===== src/rtl/div_ctrl_pkg.sv =====
// Shared constants for the restoring-divider control FSM: one-hot state bit
// indices, state count and default operand width.
package div_ctrl_pkg;

    localparam int unsigned S_IDLE        = 0;
    localparam int unsigned S_INIT        = 1;
    localparam int unsigned S_SHIFT       = 2;
    localparam int unsigned S_SUB         = 3;
    localparam int unsigned S_CORR        = 4;
    localparam int unsigned S_OUT         = 5;
    localparam int unsigned N_STATES      = 6;
    localparam int unsigned DEFAULT_WIDTH = 8;

endpackage


===== src/rtl/dff.sv =====
// Team cell: W-bit D flip-flop, asynchronous active-low reset to all zeros.
module dff #(
    parameter int unsigned W = 1
) (
    input  logic         clk,
    input  logic         reset,
    input  logic [W-1:0] d,
    output logic [W-1:0] q
);

    always_ff @(posedge clk or negedge reset) begin
        if (!reset) q <= '0;
        else        q <= d;
    end

endmodule


===== src/rtl/dff_rst_to_1.sv =====
// Team cell: W-bit D flip-flop, asynchronous active-low reset to all ones.
module dff_rst_to_1 #(
    parameter int unsigned W = 1
) (
    input  logic         clk,
    input  logic         reset,
    input  logic [W-1:0] d,
    output logic [W-1:0] q
);

    always_ff @(posedge clk or negedge reset) begin
        if (!reset) q <= '1;
        else        q <= d;
    end

endmodule


===== src/rtl/div_iter_counter.sv =====
// Iteration counter for the restoring divider; last flags the final iteration.
module div_iter_counter
    import div_ctrl_pkg::*;
#(
    parameter int unsigned WIDTH = DEFAULT_WIDTH,
    parameter int unsigned CNT_W = $clog2(WIDTH)
) (
    input  logic             clk,
    input  logic             reset,
    input  logic             clear,
    input  logic             inc,
    output logic [CNT_W-1:0] cnt,
    output logic             last
);

    always_ff @(posedge clk or negedge reset) begin
        if (!reset)     cnt <= '0;
        else if (clear) cnt <= '0;
        else if (inc)   cnt <= cnt + CNT_W'(1);
    end

    assign last = (cnt == CNT_W'(WIDTH - 1));

endmodule


===== src/rtl/divider_ctrl.sv =====
// One-hot control FSM sequencing a restoring divider datapath
// (load, shift, subtract, restore/set, output) with done and divide-by-zero flags.
module divider_ctrl
    import div_ctrl_pkg::*;
#(
    parameter int unsigned WIDTH = DEFAULT_WIDTH,
    parameter int unsigned CNT_W = $clog2(WIDTH)
) (
    input  logic clk,
    input  logic reset,
    input  logic start,
    input  logic divisor_zero,
    input  logic rem_msb,
    output logic c0,
    output logic c1,
    output logic c2,
    output logic c3,
    output logic c4,
    output logic c5,
    output logic busy,
    output logic done,
    output logic dbz
);

    logic [N_STATES-1:0] state_q;
    logic [N_STATES-1:0] state_d;
    logic [CNT_W-1:0]    cnt;
    logic                last;
    logic                dbz_d;

    logic st_idle, st_init, st_shift, st_sub, st_corr, st_out;

    assign st_idle  = state_q[S_IDLE];
    assign st_init  = state_q[S_INIT];
    assign st_shift = state_q[S_SHIFT];
    assign st_sub   = state_q[S_SUB];
    assign st_corr  = state_q[S_CORR];
    assign st_out   = state_q[S_OUT];

    // State register: IDLE bit resets to 1, every other bit to 0.
    for (genvar i = 0; i < int'(N_STATES); i++) begin : g_state
        if (i == int'(S_IDLE)) begin : g_idle
            dff_rst_to_1 #(.W(1)) u_ff (
                .clk   (clk),
                .reset (reset),
                .d     (state_d[i]),
                .q     (state_q[i])
            );
        end else begin : g_other
            dff #(.W(1)) u_ff (
                .clk   (clk),
                .reset (reset),
                .d     (state_d[i]),
                .q     (state_q[i])
            );
        end
    end

    // Next-state equations, one per one-hot bit.
    always_comb begin
        state_d          = '0;
        state_d[S_IDLE]  = (st_idle & ~start) | st_out;
        state_d[S_INIT]  = st_idle & start;
        state_d[S_SHIFT] = (st_init & ~divisor_zero) | (st_corr & ~last);
        state_d[S_SUB]   = st_shift;
        state_d[S_CORR]  = st_sub;
        state_d[S_OUT]   = (st_init & divisor_zero) | (st_corr & last);
    end

    // Counter holds at WIDTH-1 on the final exit so it never wraps mid-operation.
    div_iter_counter #(
        .WIDTH (WIDTH),
        .CNT_W (CNT_W)
    ) u_cnt (
        .clk   (clk),
        .reset (reset),
        .clear (st_init),
        .inc   (st_corr & ~last),
        .cnt   (cnt),
        .last  (last)
    );

    assign c0   = st_init;
    assign c1   = st_shift;
    assign c2   = st_sub;
    assign c3   = st_corr & rem_msb;
    assign c4   = st_corr & ~rem_msb;
    assign c5   = st_out;
    assign busy = ~st_idle;

    // dbz is rewritten only in INIT, so it holds through the done pulse and beyond.
    assign dbz_d = st_init ? divisor_zero : dbz;

    dff #(.W(1)) u_done (
        .clk   (clk),
        .reset (reset),
        .d     (st_out),
        .q     (done)
    );

    dff #(.W(1)) u_dbz (
        .clk   (clk),
        .reset (reset),
        .d     (dbz_d),
        .q     (dbz)
    );

    a_onehot: assert property (@(posedge clk) disable iff (!reset) $onehot(state_q));
    a_cnt_range: assert property (@(posedge clk) disable iff (!reset) cnt <= CNT_W'(WIDTH - 1));

endmodule


===== config.mk =====
export PLATFORM = sky130hd
export DESIGN_NAME = divider_ctrl
export DESIGN_NICKNAME = d
export VERILOG_FILES = /design/src/rtl/div_ctrl_pkg.sv /design/src/rtl/dff.sv /design/src/rtl/dff_rst_to_1.sv /design/src/rtl/div_iter_counter.sv /design/src/rtl/divider_ctrl.sv
export SDC_FILE = /design/constraint.sdc
export NUM_CORES = 1
export LEC_CHECK = 0
export BUFFER_PORTS_ARGS = -buffer_cell sky130_fd_sc_hd__buf_4
export CORE_AREA = 8 8 45 47
export CTS_CLUSTER_DIAMETER = 50
export CTS_CLUSTER_SIZE = 24
export DETAILED_ROUTE_END_ITERATION = 7
export DIE_AREA = 0 0 53 55
export HOLD_SLACK_MARGIN = 0.03
export SKIP_LAST_GASP = 1
export SYNTH_ARGS = -nofsm -noshare
export SYNTH_HDL_FRONTEND = slang
export SYNTH_SLANG_ARGS = --single-unit

===== constraint.sdc =====
create_clock -name clk -period 2.8 [get_ports clk]
set_clock_uncertainty 0.15 [all_clocks]
set_input_delay 0.14 -clock clk [delete_from_list [all_inputs] [get_ports clk]]
set_output_delay 0.14 -clock clk [all_outputs]
set_load 0.05 [all_outputs]

; Word level (Yosys, flattened, before mapping)
; Index checks and enable logic that the tools add are counted.
[word_totals]
out_inout_bits = 9
wordCells = 30
inputBits = 5
register_bits = 11
[classes]
addsub = 1
n_reduce_logical = 1
n_bitwise = 16
mux = 2
eq_ne = 1
[op_table]
columns = cell, count
row1 = $and A1 B1 Y1, 8
row2 = $mux W3, 2
row3 = $not A1 Y1, 5
row4 = $add A3 B1 Y3 const B, 1
row5 = $eq A3 B3 Y1 const B, 1
row6 = $or A1 B1 Y1, 3
row7 = $reduce_bool A2 Y1, 1

; Logic depth before layout (Yosys ltp)
; Gate-level depths: netlist (run 1).
[logic_depth]
word_depth = 5
mapped_depth = 4
ltp_nobuf = 4

; Hierarchy
; From an unflattened synthesis (run 1), not the netlist that was laid out.
[unflattened]
hier_cells = 30
area_unflattened_um2 = 422.9
[modules_own_cells]
columns = module, seq_area_each_um2, instances, cells_each, area_per_inst_um2
row1 = dff, 25.0, 7, 1, 25.0
row2 = div_iter_counter, 75.1, 1, 11, 140.1
row3 = divider_ctrl, 0.0, 1, 11, 81.3
row4 = dff_rst_to_1, 26.3, 1, 1, 26.3

; Least setup slack after synthesis (run 1)
; OpenSTA, ideal clock, no wires.
[synth_timing]
path_type = register to register
from = register u_cnt.cnt[0]
to = register u_cnt.cnt[0]
synth_period_minus_slack_ns = 1.570
slack_ns = 1.230
t_arrival_ns = 1.295
setup_time_ns = 0.125
required_time_ns = 2.525
stages_incl_launch_ff = 5
path_buffers = 0
cell_sequence = dfrtp_1 -> ha_1 -> ha_1 -> and2b_4 -> mux2_4
[synth_between]
elab_chain_len = 4
elab_cells_between_ends = 7
cone_classes = 1 x add/sub / 1 x eq/ne / 2 x mux / 2 x bitwise / 1 x reduce/logical
[synth_rtl]
columns = element, line_no
row1 = start: declaration, div_iter_counter.sv:12  ; output logic [CNT_W-1:0] cnt,
row2 = start signal: assignment, div_iter_counter.sv:19  ; else if (inc) cnt <= cnt + CNT_W'(1);
row3 = branches (longest 4 deep; another with $add A3 B1 Y3), n/a
; Several ways; the timed one is not identified. The select of a mux whose other input is x is not followed.
; A chain may end at the register's enable or synchronous reset.

; Worst setup path in the final report (run 1)
; Same ends and word-level chain as after synthesis.

==> impl_table.tex, run 1 <==
\begin{tabular}{lr}
\hline
Metric & Value \\
\hline
\multicolumn{2}{l}{\textbf{Die}} \\
\quad IO Count & 14 \\
\quad Standard cell core area & around 1400 um2 \\
\quad Initial core utilization & about a third \\
\quad Die height & 55 um \\
\quad Total die area & 2920 um2 \\
\quad DIE WIDTH & 53 um \\
\quad Row cnt & 14 \\
\multicolumn{2}{l}{\textbf{Clock network}} \\
\quad Post-CTS Resized & 0 \\
\quad H-tree lvl count & 1 \\
\quad TritonCTS clock tree & done \\
\quad Buffer cell driving the clock tree root & sky130\_fd\_sc\_hd\_\_clkbuf\_4 \\
\quad Clock transition at the register clock pins on the worst setup and hold paths after CTS & 70 ps \\
\quad Number of buffers added for setup after CTS & 0 \\
\quad Insertion delay to the later sink of the worst-skew pair & 260 ps \\
\quad Clock Path Buffers & 2 \\
\quad Clock buffer count from CTS & 3 \\
\quad Number of clock sinks seen by CTS & 11 \\
\multicolumn{2}{l}{\textbf{Pwr}} \\
\quad Max VDD drop & between 0.4 and 0.5 mV \\
\quad Reported leakage power & 0.000324 uW \\
\quad PwrDens & 957 nW/um2 \\
\multicolumn{2}{l}{\textbf{Detailed routing}} \\
\quad Vias after detailed routing & a little over 300 \\
\quad Initial drt markers & 2 \\
\quad Post-detailed-route wirelength per cell & between 10 and 15 um \\
\quad Remaining number of nets flagged by the antenna check after routing & 0 \\
\quad Total wire length after detailed routing & a little under 900 um \\
\quad Via density per instance & 4.48 \\
\quad Number of DRC violations after detailed routing & 0 \\
\quad Pre-Repair DR Iteration Count & 3 \\
\multicolumn{2}{l}{\textbf{Timing}} \\
\quad Number of endpoints failing setup at the final stage & 0 \\
\quad Number of failing hold endpoints at the final stage & 0 \\
\quad Timing-limited maximum frequency & roughly 610 MHz \\
\quad Relative max-transition margin & 80.4\% \\
\quad RSZ-0062 raised after global routing & no \\
\quad Least setup slack across all paths after layout & 1150 ps \\
\quad Final cycle utilization of the critical path & 59.0\% \\
\quad Worst-Margin Slew & approximately 300 ps \\
\quad Post-layout minimum cycle time & 1650 ps \\
\quad Total negative setup slack & 0 ps \\
\quad Number of pins with negative max-slew slack in the final report & 0 \\
\multicolumn{2}{l}{\textbf{Setup path}} \\
\quad Arr. time, crit path & 1650 ps \\
\quad Launching element type of the critical path & flop \\
\quad Max stage delay on crit path & about 400 ps \\
\quad Critical path endpoint category & flop \\
\quad Critical path cell sequence & ha\_1, ha\_1, and2b\_4, mux2\_4 \\
\quad Worst EP required & 2800 ps \\
\quad Slowest stage cell on the critical path & sky130\_fd\_sc\_hd\_\_dfrtp\_1 \\
\quad Worst path top cell family by delay & adder cells \\
\quad Most common cell on crit path & sky130\_fd\_sc\_hd\_\_ha\_1 \\
\quad Kind of critical path & reg -> reg \\
\quad Number of buffer and inverter stages on the critical path & 0 \\
\quad Largest fanout on the critical path & 4 \\
\multicolumn{2}{l}{\textbf{Cells and area}} \\
\quad Final core occ & 44.8\% \\
\quad Diodes inserted & 0 \\
\quad Proportion of layout cells with a drive suffix above 1 & 39.6\% \\
\quad Number of standard cells in the layout, taps in and fillers out & just under 70 \\
\quad Growth of design area from synthesis to finish & 37.5\% \\
\quad NumNets Final & 61 \\
\multicolumn{2}{l}{\textbf{Min path}} \\
\quad Kind of path behind the tightest hold check & in -> async \\
\multicolumn{2}{l}{\textbf{Place}} \\
\quad Sum of net half-perimeters after detailed placement & 674 um \\
\quad Number of placed cells counting well taps & 62 \\
\quad Number of port buffers & 13 \\
\quad Placement Setup Slack & 1160 ps \\
\quad GP Congestion & 0.772 \\
\multicolumn{2}{l}{\textbf{GRT}} \\
\quad Tot GR Track Use & under 10\% \\
\quad Number of global-route vias before repair & 347 \\
\quad Antenna violations before repair & 0 \\
\quad Met1 track demand over resource in global routing & 9.06\% \\
\quad Layer with the highest usage & met2 \\
\quad Pin count of the biggest net entering global routing & 12 \\
\quad Global-route wire length before repair & 1620 um \\
\quad Met3 routing resource usage after global routing & 5.88\% \\
\quad Met2 capacity usage during global routing & 10.7\% \\
\quad Remaining Overflow, GRT & 0 \\
\multicolumn{2}{l}{\textbf{Synth}} \\
\quad Mapped Area & $\sim$450 um2 \\
\quad Avg Synthesized Cell Area & 13.2 um2 \\
\quad Net count after synthesis & 41 \\
\quad Number of flip-flops and latches in the synthesized netlist & 11 \\
\quad Part of the Yosys area used for sequential elements & 61.4\% \\
\quad Number of cells produced by synthesis & 34 \\
\quad Synthesis warning total & 0 \\
\quad Number of distinct library cells after synthesis & 17 \\
\multicolumn{2}{l}{\textbf{Flow run}} \\
\quad Number of max-cap violations & 0 \\
\multicolumn{2}{l}{\textbf{Outcome}} \\
\quad Outcome & completed \\
\hline
\end{tabular}
-- area by class of cell --
type | instances | area, um2
multi-input cells | 19 | 158
inverters | 3 | 11.3
well taps | 16 | 20.0
clock buffers | 4 | 26.3
flip-flops and latches | 11 | 277
repair buffers | 16 | 128
fillers | 133 | 764
-- synth_stat cells, drive strengths merged --
cell type,n,area [um2]
mux2,2,26.3
a21o,2,16.3
o21ai,2,10.0
and2b,1,10.0
and2,1,6.26
nor2b,2,12.5
nand2b,2,12.5
inv,3,11.3
nor2,2,7.51
ha,2,25.0
a22o,1,8.76
dfrtp,10,250
dfstp,1,26.3
buf,1,5.00
nand4bb,2,22.5
-- registers in the layout, indices dropped and copies added, names as in the netlist --
| signal | flops |
|---|---|
| u_dbz.q | 1 |
| u_cnt.cnt | 3 |
| u_done.q | 1 |
| g_state.g_idle.u_ff.q | 1 |
| g_state.g_other.u_ff.q | 5 |
-- layout by cell type (no fill, tap or decap) --
master                          instances
sky130_fd_sc_hd__nor2b_1                2
sky130_fd_sc_hd__dlygate4sd3_1          3
sky130_fd_sc_hd__clkbuf_4               3
sky130_fd_sc_hd__buf_4                 13
sky130_fd_sc_hd__inv_1                  3
sky130_fd_sc_hd__and2b_4                1
sky130_fd_sc_hd__a22o_1                 1
sky130_fd_sc_hd__dfstp_2                1
sky130_fd_sc_hd__a21o_1                 1
sky130_fd_sc_hd__mux2_4                 1
sky130_fd_sc_hd__o21ai_0                2
sky130_fd_sc_hd__dfrtp_1               10
sky130_fd_sc_hd__a21o_2                 1
sky130_fd_sc_hd__nand2b_1               2
sky130_fd_sc_hd__nand4bb_1              2
sky130_fd_sc_hd__and2_1                 1
sky130_fd_sc_hd__nor2_1                 2
sky130_fd_sc_hd__clkbuf_1               1
sky130_fd_sc_hd__mux2_2                 1
sky130_fd_sc_hd__ha_1                   2
-- what timing repair did --
action                                  in CTS  in global routing
hold buffers                                 3                  0
endpoints found under the setup margin       0                  0
hold endpoints to repair                    16                  0
-- logic make-up (layout without fill, tap and decap cells) --
family | count (synthesis) | after routing | synth area share [%]
compound gates | 5 | 5 | 7.78
fa+ha+maj | 2 | 2 | 5.55
buf+inv | 4 | 23 | 3.61
simple gates | 10 | 10 | 15.8
mux | 2 | 2 | 5.83
flops | 11 | 11 | 61.4
-- worst paths after layout --
path / from / to / slack (ps) / depth (start not counted)
worst min-delay path: reset / u_cnt.cnt[0] / 90 / 2
worst max register to register: u_cnt.cnt[0] / u_cnt.cnt[0] / 1150 / 4
worst max-delay path: u_cnt.cnt[0] / u_cnt.cnt[0] / 1150 / 4
worst min register to register: g_state[2].g_other.u_ff.q / g_state[3].g_other.u_ff.q / 230 / 0
min in group clk: g_state[2].g_other.u_ff.q / g_state[3].g_other.u_ff.q / 230 / 0
max in group asynchronous: reset / g_state[0].g_idle.u_ff.q / 2180 / 2
-- routing by layer --
layer / share of wire [%] / wire length, um
met5: 0 / 0
met4: 0 / 0
met1: 44 / 378
met3: 14 / 123
met2: 42 / 363
-- stage by stage --
stage | hold WS, ps | power, uW | cell area [um2]
3_5_place_dp | -166 | 491 | 563
4_1_cts | 89.3 | 602 | 619
6_report | 94.5 | 593 | 619
5_1_grt | 114 | 642 | 619
3_3_place_gp | -168 | 490 | 563
2_1_floorplan | -306 | 416 | 450
-- power breakdown --
part / total, uW / leakage, uW / switching [uW] / internal [uW]
registers: 240 / 0.000142 / 32.9 / 207
logic: 247 / 0.000167 / 148 / 99.5
clock network: 106 / 0.0000150 / 50.5 / 55.0
total: 593 / 0.000324 / 231 / 362
Note: power is estimated with default switching activity, not from simulation.
==> inputs of run 2 (changes only) <==
--- a/config.mk
+++ b/config.mk
@@ -5,6 +5,7 @@
 export SDC_FILE = /design/constraint.sdc
 export NUM_CORES = 1
 export LEC_CHECK = 0
+export ABC_AREA = 1
 export BUFFER_PORTS_ARGS = -buffer_cell sky130_fd_sc_hd__buf_4
 export CORE_AREA = 8 8 45 47
 export CTS_CLUSTER_DIAMETER = 50
==> constraint.sdc (replaced) <==
create_clock -name clk -period 1.4 [get_ports clk]
set_clock_uncertainty 0.15 [all_clocks]
set_input_delay 0.07 -clock clk [delete_from_list [all_inputs] [get_ports clk]]
set_output_delay 0.07 -clock clk [all_outputs]
set_load 0.05 [all_outputs]
==> run 2 against run 1 <==
Die area unchanged. Register-to-register slack worse by 1100 ps. Clock-buffer cell count stayed put. Design area up 3.4%. Total power rose to 2.6 times the previous value. Global-route usage fell by 0.055 points. Largest cell class unchanged.
==> impl_table.tex, run 2 <==
\begin{tabular}{lr}
\hline
Metric & Value \\
\hline
\multicolumn{2}{l}{\textbf{Detailed routing}} \\
\quad Remaining number of nets flagged by the antenna check after routing & 0 \\
\quad Initial drt markers & 2 \\
\quad Via density per instance & 4.30 \\
\quad Number of DRC violations after detailed routing & 0 \\
\quad Vias after detailed routing & 340 \\
\quad Total wire length after detailed routing & 967 um \\
\quad Pre-Repair DR Iteration Count & 2 \\
\quad Post-detailed-route wirelength per cell & 12.2 um \\
\multicolumn{2}{l}{\textbf{Setup path}} \\
\quad Worst r2r src & u\_cnt.cnt[0] \\
\quad Largest fanout on the critical path & 4 \\
\quad Source of the critical timing path & u\_cnt.cnt[0] \\
\quad Reg-to-Reg End & u\_cnt.cnt[2] \\
\quad Register-to-register setup slack & 60 ps \\
\quad Worst EP required & 1410 ps \\
\quad Kind of critical path & reg -> reg \\
\quad Launching element type of the critical path & flop \\
\quad Length in cells of the worst reg-to-reg path & 6 \\
\quad Critical path endpoint category & flop \\
\quad Arr. time, crit path & 1350 ps \\
\multicolumn{2}{l}{\textbf{Clock network}} \\
\quad Insertion delay to the later sink of the worst-skew pair & 270 ps \\
\quad Clock transition at the register clock pins on the worst setup and hold paths after CTS & 70 ps \\
\quad Buffer cell driving the clock tree root & sky130\_fd\_sc\_hd\_\_clkbuf\_4 \\
\quad TritonCTS clock tree & done \\
\quad Number of clock sinks seen by CTS & 11 \\
\quad Clock buffer count from CTS & 3 \\
\quad H-tree lvl count & 1 \\
\quad Clock Path Buffers & 2 \\
\multicolumn{2}{l}{\textbf{Die}} \\
\quad IO Count & 14 \\
\quad Row cnt & 14 \\
\quad Die height & 55 um \\
\quad Total die area & 2920 um2 \\
\quad Standard cell core area & $\sim$1400 um2 \\
\quad Initial core utilization & 30.7\% \\
\quad DIE WIDTH & 53 um \\
\multicolumn{2}{l}{\textbf{Synth}} \\
\quad Cell taking the most area after synthesis & sky130\_fd\_sc\_hd\_\_dfrtp\_1 \\
\quad Number of flip-flops and latches in the synthesized netlist & 11 \\
\quad Library cell with the highest instance count after synthesis & sky130\_fd\_sc\_hd\_\_dfrtp\_1 \\
\quad Part of the Yosys area used for sequential elements & 65.2\% \\
\quad Post-synth top flop & sky130\_fd\_sc\_hd\_\_dfrtp\_1 \\
\quad Top cells by instance count after synthesis & sky130\_fd\_sc\_hd\_\_dfrtp\_1, sky130\_fd\_sc\_hd\_\_nand2\_1, sky130\_fd\_sc\_hd\_\_nand3\_1 \\
\quad Mapped Area & $\sim$420 um2 \\
\quad Avg Synthesized Cell Area & 10.6 um2 \\
\quad Proportion of netlist area held by the largest area contributor & between 50\% and 60\% \\
\quad Fraction of registers with async set/reset & 100\% \\
\quad Count of flip-flops with a built-in enable after synthesis & 0 \\
\quad Top post-synthesis cells by area & sky130\_fd\_sc\_hd\_\_dfrtp\_1, sky130\_fd\_sc\_hd\_\_nand2\_1, sky130\_fd\_sc\_hd\_\_dfstp\_2 \\
\quad Net count after synthesis & 47 \\
\quad Number of cells produced by synthesis & 40 \\
\quad Number of distinct library cells after synthesis & 12 \\
\quad Synthesis warning total & 0 \\
\multicolumn{2}{l}{\textbf{Cells and area}} \\
\quad Flip-flop count of the largest register after layout & 5 \\
\quad Diodes inserted & 0 \\
\quad Commonest cells after routing, fill and taps aside & sky130\_fd\_sc\_hd\_\_buf\_4, sky130\_fd\_sc\_hd\_\_dfrtp\_1, sky130\_fd\_sc\_hd\_\_nand2\_1 \\
\quad NumNets Final & 71 \\
\quad Most frequent standard cell in the layout excluding fill and tap cells & sky130\_fd\_sc\_hd\_\_buf\_4 \\
\quad Growth of design area from synthesis to finish & 51.0\% \\
\quad Registers with the highest flip-flop counts & g\_state.g\_other.u\_ff.q x5, u\_cnt.cnt x3 \\
\quad Final core occ & 46.3\% \\
\quad Proportion of layout cells with a drive suffix above 1 & 38.1\% \\
\quad Top reg by flops & g\_state.g\_other.u\_ff.q \\
\quad Number of standard cells in the layout, taps in and fillers out & 79 \\
\quad Fill cells & 145 \\
\multicolumn{2}{l}{\textbf{Min path}} \\
\quad Kind of path behind the tightest hold check & in -> async \\
\multicolumn{2}{l}{\textbf{Timing}} \\
\quad Relative max-transition margin & 69.3\% \\
\quad Number of failing hold endpoints at the final stage & 0 \\
\quad Total negative setup slack & 0 ps \\
\quad Number of endpoints failing setup at the final stage & 0 \\
\quad RSZ-0062 raised after global routing & yes \\
\quad Least setup slack across all paths after layout & 59.9 ps \\
\quad Post-layout minimum cycle time & 1340 ps \\
\quad Timing-limited maximum frequency & around 750 MHz \\
\quad Final cycle utilization of the critical path & 95.7\% \\
\quad Number of pins with negative max-slew slack in the final report & 0 \\
\quad Worst-Margin Slew & 461 ps \\
\multicolumn{2}{l}{\textbf{GRT}} \\
\quad Pin count of the biggest net entering global routing & 11 \\
\quad Global-route wire length before repair & 1600 um \\
\quad Number of global-route vias before repair & 370 \\
\quad Tot GR Track Use & under 10\% \\
\quad Remaining Overflow, GRT & 0 \\
\quad Antenna violations before repair & 0 \\
\multicolumn{2}{l}{\textbf{Place}} \\
\quad Number of placed cells counting well taps & between 60 and 70 \\
\quad Placement Setup Slack & 10.2 ps \\
\quad Sum of net half-perimeters after detailed placement & roughly 670 um \\
\quad GP Congestion & between 0.7 and 0.8 \\
\quad Number of port buffers & 13 \\
\multicolumn{2}{l}{\textbf{Pwr}} \\
\quad PwrDens & 2400 nW/um2 \\
\quad Max VDD drop & 0.879 mV \\
\quad Overall Power & 1540 uW \\
\quad Reported leakage power & between 0.0003 and 0.0004 uW \\
\multicolumn{2}{l}{\textbf{Outcome}} \\
\quad Outcome & completed \\
\multicolumn{2}{l}{\textbf{Flow run}} \\
\quad Number of max-cap violations & 0 \\
\hline
\end{tabular}
run 2: cell type report:
cell class / instances / area [um2] / share of cell area [%]
timing repair buffer: 19 / 155 / 24.2
tap: 16 / 20.0 / 3.13
inverter: 6 / 22.5 / 3.52
multi-input combinational: 23 / 140 / 21.9
clock buffer: 4 / 26.3 / 4.10
sequential: 11 / 277 / 43.2
run 2: worst max-delay path, cell delays in order, from the launching register on:
cell and delay (ps):
sky130_fd_sc_hd__dfrtp_1 400, sky130_fd_sc_hd__ha_1 240, sky130_fd_sc_hd__ha_4 180, sky130_fd_sc_hd__inv_2 80, sky130_fd_sc_hd__nand2_2 60, sky130_fd_sc_hd__nand3_1 70
sky130_fd_sc_hd__nand2_1 50
run 2: metrics by stage:
stage / instance area (um2) / hold slack (ps)
after floorplan: 424 / -376
after global placement: 542 / -239
after detailed placement: 542 / -238
after CTS: 611 / 116
after global routing: 641 / 153
final: 641 / 146
run 2: repair_timing:
action | 4_1_cts | 5_1_grt
gates cloned | 0 | 0
gates resized for setup | 1 | 3
pin swaps | 0 | 0
hold endpoints to repair | 16 | 0
hold buffers | 4 | 0
endpoints found under the setup margin | 1 | 12
setup buffers | 0 | 2
run 2: cell families after synthesis:
logic type / after synthesis / synth area share (%)
buf+inv: 6 / 5.31
flops: 11 / 65.2
simple gates: 17 / 18.3
fa+ha+maj: 2 / 5.90
compound gates: 4 / 5.31
run 2: how the worst max path moves through the flow:
stage / slack [ps] / endpoint / cells past startpoint
finish: 60 / u_cnt.cnt[2] / 6
global route: -30 / u_cnt.cnt[2] / 6
CTS: 40 / u_cnt.cnt[2] / 6
detailed placement: 10 / u_cnt.cnt[2] / 6
global placement: 20 / u_cnt.cnt[1] / 6
floorplan: 80 / c4 / 2
run 2: power by group:
group          internal, uW  switching (uW)
registers               454            91.0
logic                   268             512
clock network           110             106
total                   832             708
run 2: layer usage:
layer  vias up  share of wire, %  wire, um  track usage (%)
met3         2               9.2        89             3.74
li1        171                 -         -                -
met4         0              0.83         8             5.17
met5         -                 0         0                0
met1       156                40       385             7.97
met2        11                50       484             12.3
==> inputs of run 3 (changes only) <==
==> constraint.sdc (replaced) <==
create_clock -name clk -period 1.4 [get_ports clk]
set_clock_uncertainty 0.15 [all_clocks]
set_input_delay 0.21 -clock clk [delete_from_list [all_inputs] [get_ports clk]]
set_output_delay 0.21 -clock clk [all_outputs]
set_load 0.05 [all_outputs]
==> run 3 against run 2 <==
Worst setup slack got worse by 18 ps. Non-clock buffer count unchanged. Wire length unchanged. Sequential power about the same. Clock-buffer cell count unchanged. Critical path type is now reg -> out.
==> impl_table.tex, run 3 (same netlist as run 2, synthesis figures left out) <==
\begin{tabular}{lr}
\hline
Metric & Value \\
\hline
\multicolumn{2}{l}{\textbf{Outcome}} \\
\quad Outcome & completed \\
\multicolumn{2}{l}{\textbf{Place}} \\
\quad Cell area after placement & 544 um2 \\
\quad Number of port buffers & 13 \\
\quad Placement Setup Slack & 14.6 ps \\
\quad Sum of net half-perimeters after detailed placement & 640 um \\
\quad GP Congestion & 0.779 \\
\multicolumn{2}{l}{\textbf{Setup path}} \\
\quad Kind of critical path & reg -> out \\
\quad Arr. time, crit path & 1000 ps \\
\quad Launching element type of the critical path & flop \\
\quad Critical path endpoint category & output pin \\
\quad Worst EP required & 1040 ps \\
\quad Largest fanout on the critical path & 2 \\
\multicolumn{2}{l}{\textbf{GRT}} \\
\quad Remaining Overflow, GRT & 0 \\
\quad Pin count of the biggest net entering global routing & 12 \\
\quad Number of global-route vias before repair & 376 \\
\quad Tot GR Track Use & 7.50\% \\
\quad Global-route wire length before repair & 1590 um \\
\quad Antenna violations before repair & 0 \\
\multicolumn{2}{l}{\textbf{Clock network}} \\
\quad H-tree lvl count & 1 \\
\quad Clock Path Buffers & 2 \\
\quad Clock buffer count from CTS & 3 \\
\quad Clock transition at the register clock pins on the worst setup and hold paths after CTS & around 70 ps \\
\quad TritonCTS clock tree & done \\
\quad Number of clock sinks seen by CTS & 11 \\
\quad Buffer cell driving the clock tree root & sky130\_fd\_sc\_hd\_\_clkbuf\_4 \\
\quad Insertion delay to the later sink of the worst-skew pair & 270 ps \\
\multicolumn{2}{l}{\textbf{Detailed routing}} \\
\quad Via density per instance & $\sim$4.4 \\
\quad Vias after detailed routing & 349 \\
\quad Pre-Repair DR Iteration Count & 1 \\
\quad Total wire length after detailed routing & $\sim$970 um \\
\quad Number of DRC violations after detailed routing & 0 \\
\quad Remaining number of nets flagged by the antenna check after routing & 0 \\
\quad Initial drt markers & 0 \\
\quad Post-detailed-route wirelength per cell & 12.2 um \\
\multicolumn{2}{l}{\textbf{Cells and area}} \\
\quad Most frequent standard cell in the layout excluding fill and tap cells & sky130\_fd\_sc\_hd\_\_buf\_4 \\
\quad Diodes inserted & 0 \\
\quad Proportion of layout cells with a drive suffix above 1 & 44.4\% \\
\quad Top reg by flops & g\_state.g\_other.u\_ff.q \\
\quad Commonest cells after routing, fill and taps aside & sky130\_fd\_sc\_hd\_\_buf\_4, sky130\_fd\_sc\_hd\_\_dfrtp\_1, sky130\_fd\_sc\_hd\_\_nand2\_1 \\
\quad Flip-flop count of the largest register after layout & 5 \\
\quad Finished layout cell area & 649 um2 \\
\quad NumNets Final & 71 \\
\quad Growth of design area from synthesis to finish & 53.1\% \\
\quad Registers with the highest flip-flop counts & g\_state.g\_other.u\_ff.q x5, u\_cnt.cnt x3 \\
\quad Fill cells & between 100 and 150 \\
\multicolumn{2}{l}{\textbf{Die}} \\
\quad Total die area & 2920 um2 \\
\quad Die height & 55 um \\
\quad DIE WIDTH & $\sim$53 um \\
\quad Initial core utilization & 30.7\% \\
\quad IO Count & 14 \\
\quad Standard cell core area & 1380 um2 \\
\quad Row cnt & 14 \\
\multicolumn{2}{l}{\textbf{Pwr}} \\
\quad Overall Power & 1600 uW \\
\quad Reported leakage power & $\sim$0.00034 uW \\
\quad PwrDens & 2470 nW/um2 \\
\quad Max VDD drop & 0.752 mV \\
\multicolumn{2}{l}{\textbf{Timing}} \\
\quad Post-layout minimum cycle time & 1360 ps \\
\quad Total negative setup slack & 0 ps \\
\quad Timing-limited maximum frequency & 736 MHz \\
\quad Least setup slack across all paths after layout & 42.1 ps \\
\quad RSZ-0062 raised after global routing & no \\
\quad Number of pins with negative max-slew slack in the final report & 0 \\
\quad Relative max-transition margin & around 88\% \\
\quad Number of endpoints failing setup at the final stage & 0 \\
\quad Number of failing hold endpoints at the final stage & 0 \\
\quad Final cycle utilization of the critical path & between 90\% and 100\% \\
\quad Worst-Margin Slew & 178 ps \\
\multicolumn{2}{l}{\textbf{Min path}} \\
\quad Kind of path behind the tightest hold check & in -> async \\
\multicolumn{2}{l}{\textbf{Flow run}} \\
\quad Number of max-cap violations & 0 \\
\hline
\end{tabular}
run 3: cell types whose count changed in the layout (fill, tap and decap cells not counted), sizes merged:
cell          delta
buf              +1
dlymetal6s4s     -1
run 3: path summary, 6_finish.rpt:
check | cells after the start | endpoint | slack [ps] | start
max | 2 | busy | 40 | g_state[0].g_idle.u_ff.q
min | 2 | u_done.q | 160 | reset
max reg2reg | 6 | u_cnt.cnt[2] | 90 | u_cnt.cnt[0]
min reg2reg | 0 | g_state[3].g_other.u_ff.q | 230 | g_state[2].g_other.u_ff.q
max in group asynchronous | 2 | g_state[0].g_idle.u_ff.q | 720 | reset
min in group clk | 0 | g_state[3].g_other.u_ff.q | 230 | g_state[2].g_other.u_ff.q
run 3: critical path: stages (launching register included):
cell and delay, ps:
sky130_fd_sc_hd__dfstp_2 530, sky130_fd_sc_hd__inv_1 50, sky130_fd_sc_hd__buf_6 150
run 3: area by class of cell:
| type | count | area (um2) | share of cell area [%] |
|---|---|---|---|
| Sequential cell | 11 | 278 | 42.8 |
| Timing Repair Buffer | 19 | 158 | 24.3 |
| Multi-Input combinational cell | 23 | 145 | 22.4 |
| Clock buffer | 4 | 26.3 | 4.05 |
| Inverter | 6 | 22.5 | 3.47 |
| Tap cell | 16 | 20.0 | 3.08 |
run 3: repair_timing:
item / CTS / global route
hold endpoints to repair: 14 / 0
setup endpoints to repair: 2 / 6
hold buffers: 3 / 0
pin swaps: 0 / 0
buffers inserted: 1 / 2
gates cloned: 0 / 0
gates resized for setup: 2 / 5
run 3: where the power goes:
part | internal [uW] | switching (uW) | leakage, uW
logic | 306 | 535 | 0.000184
registers | 456 | 88.4 | 0.000137
clock network | 110 | 106 | 0.0000150
run 3: routing by layer:
| layer | wire [um] | global-route usage, % |
|---|---|---|
| met1 | 361 | 7.33 |
| met2 | 471 | 12.5 |
| met3 | 114 | 5.08 |
| met4 | 19 | 2.59 |
| met5 | 0 | 0 |
run 3: per-stage QoR:
step	std cells	util, %	hold WS (ps)
finish	79	46.9	156
global route	79	46.9	164
CTS	77	44.4	151
detailed placement	69	39.3	-98.2
global placement	69	39.3	-100
floorplan	40	-	-236
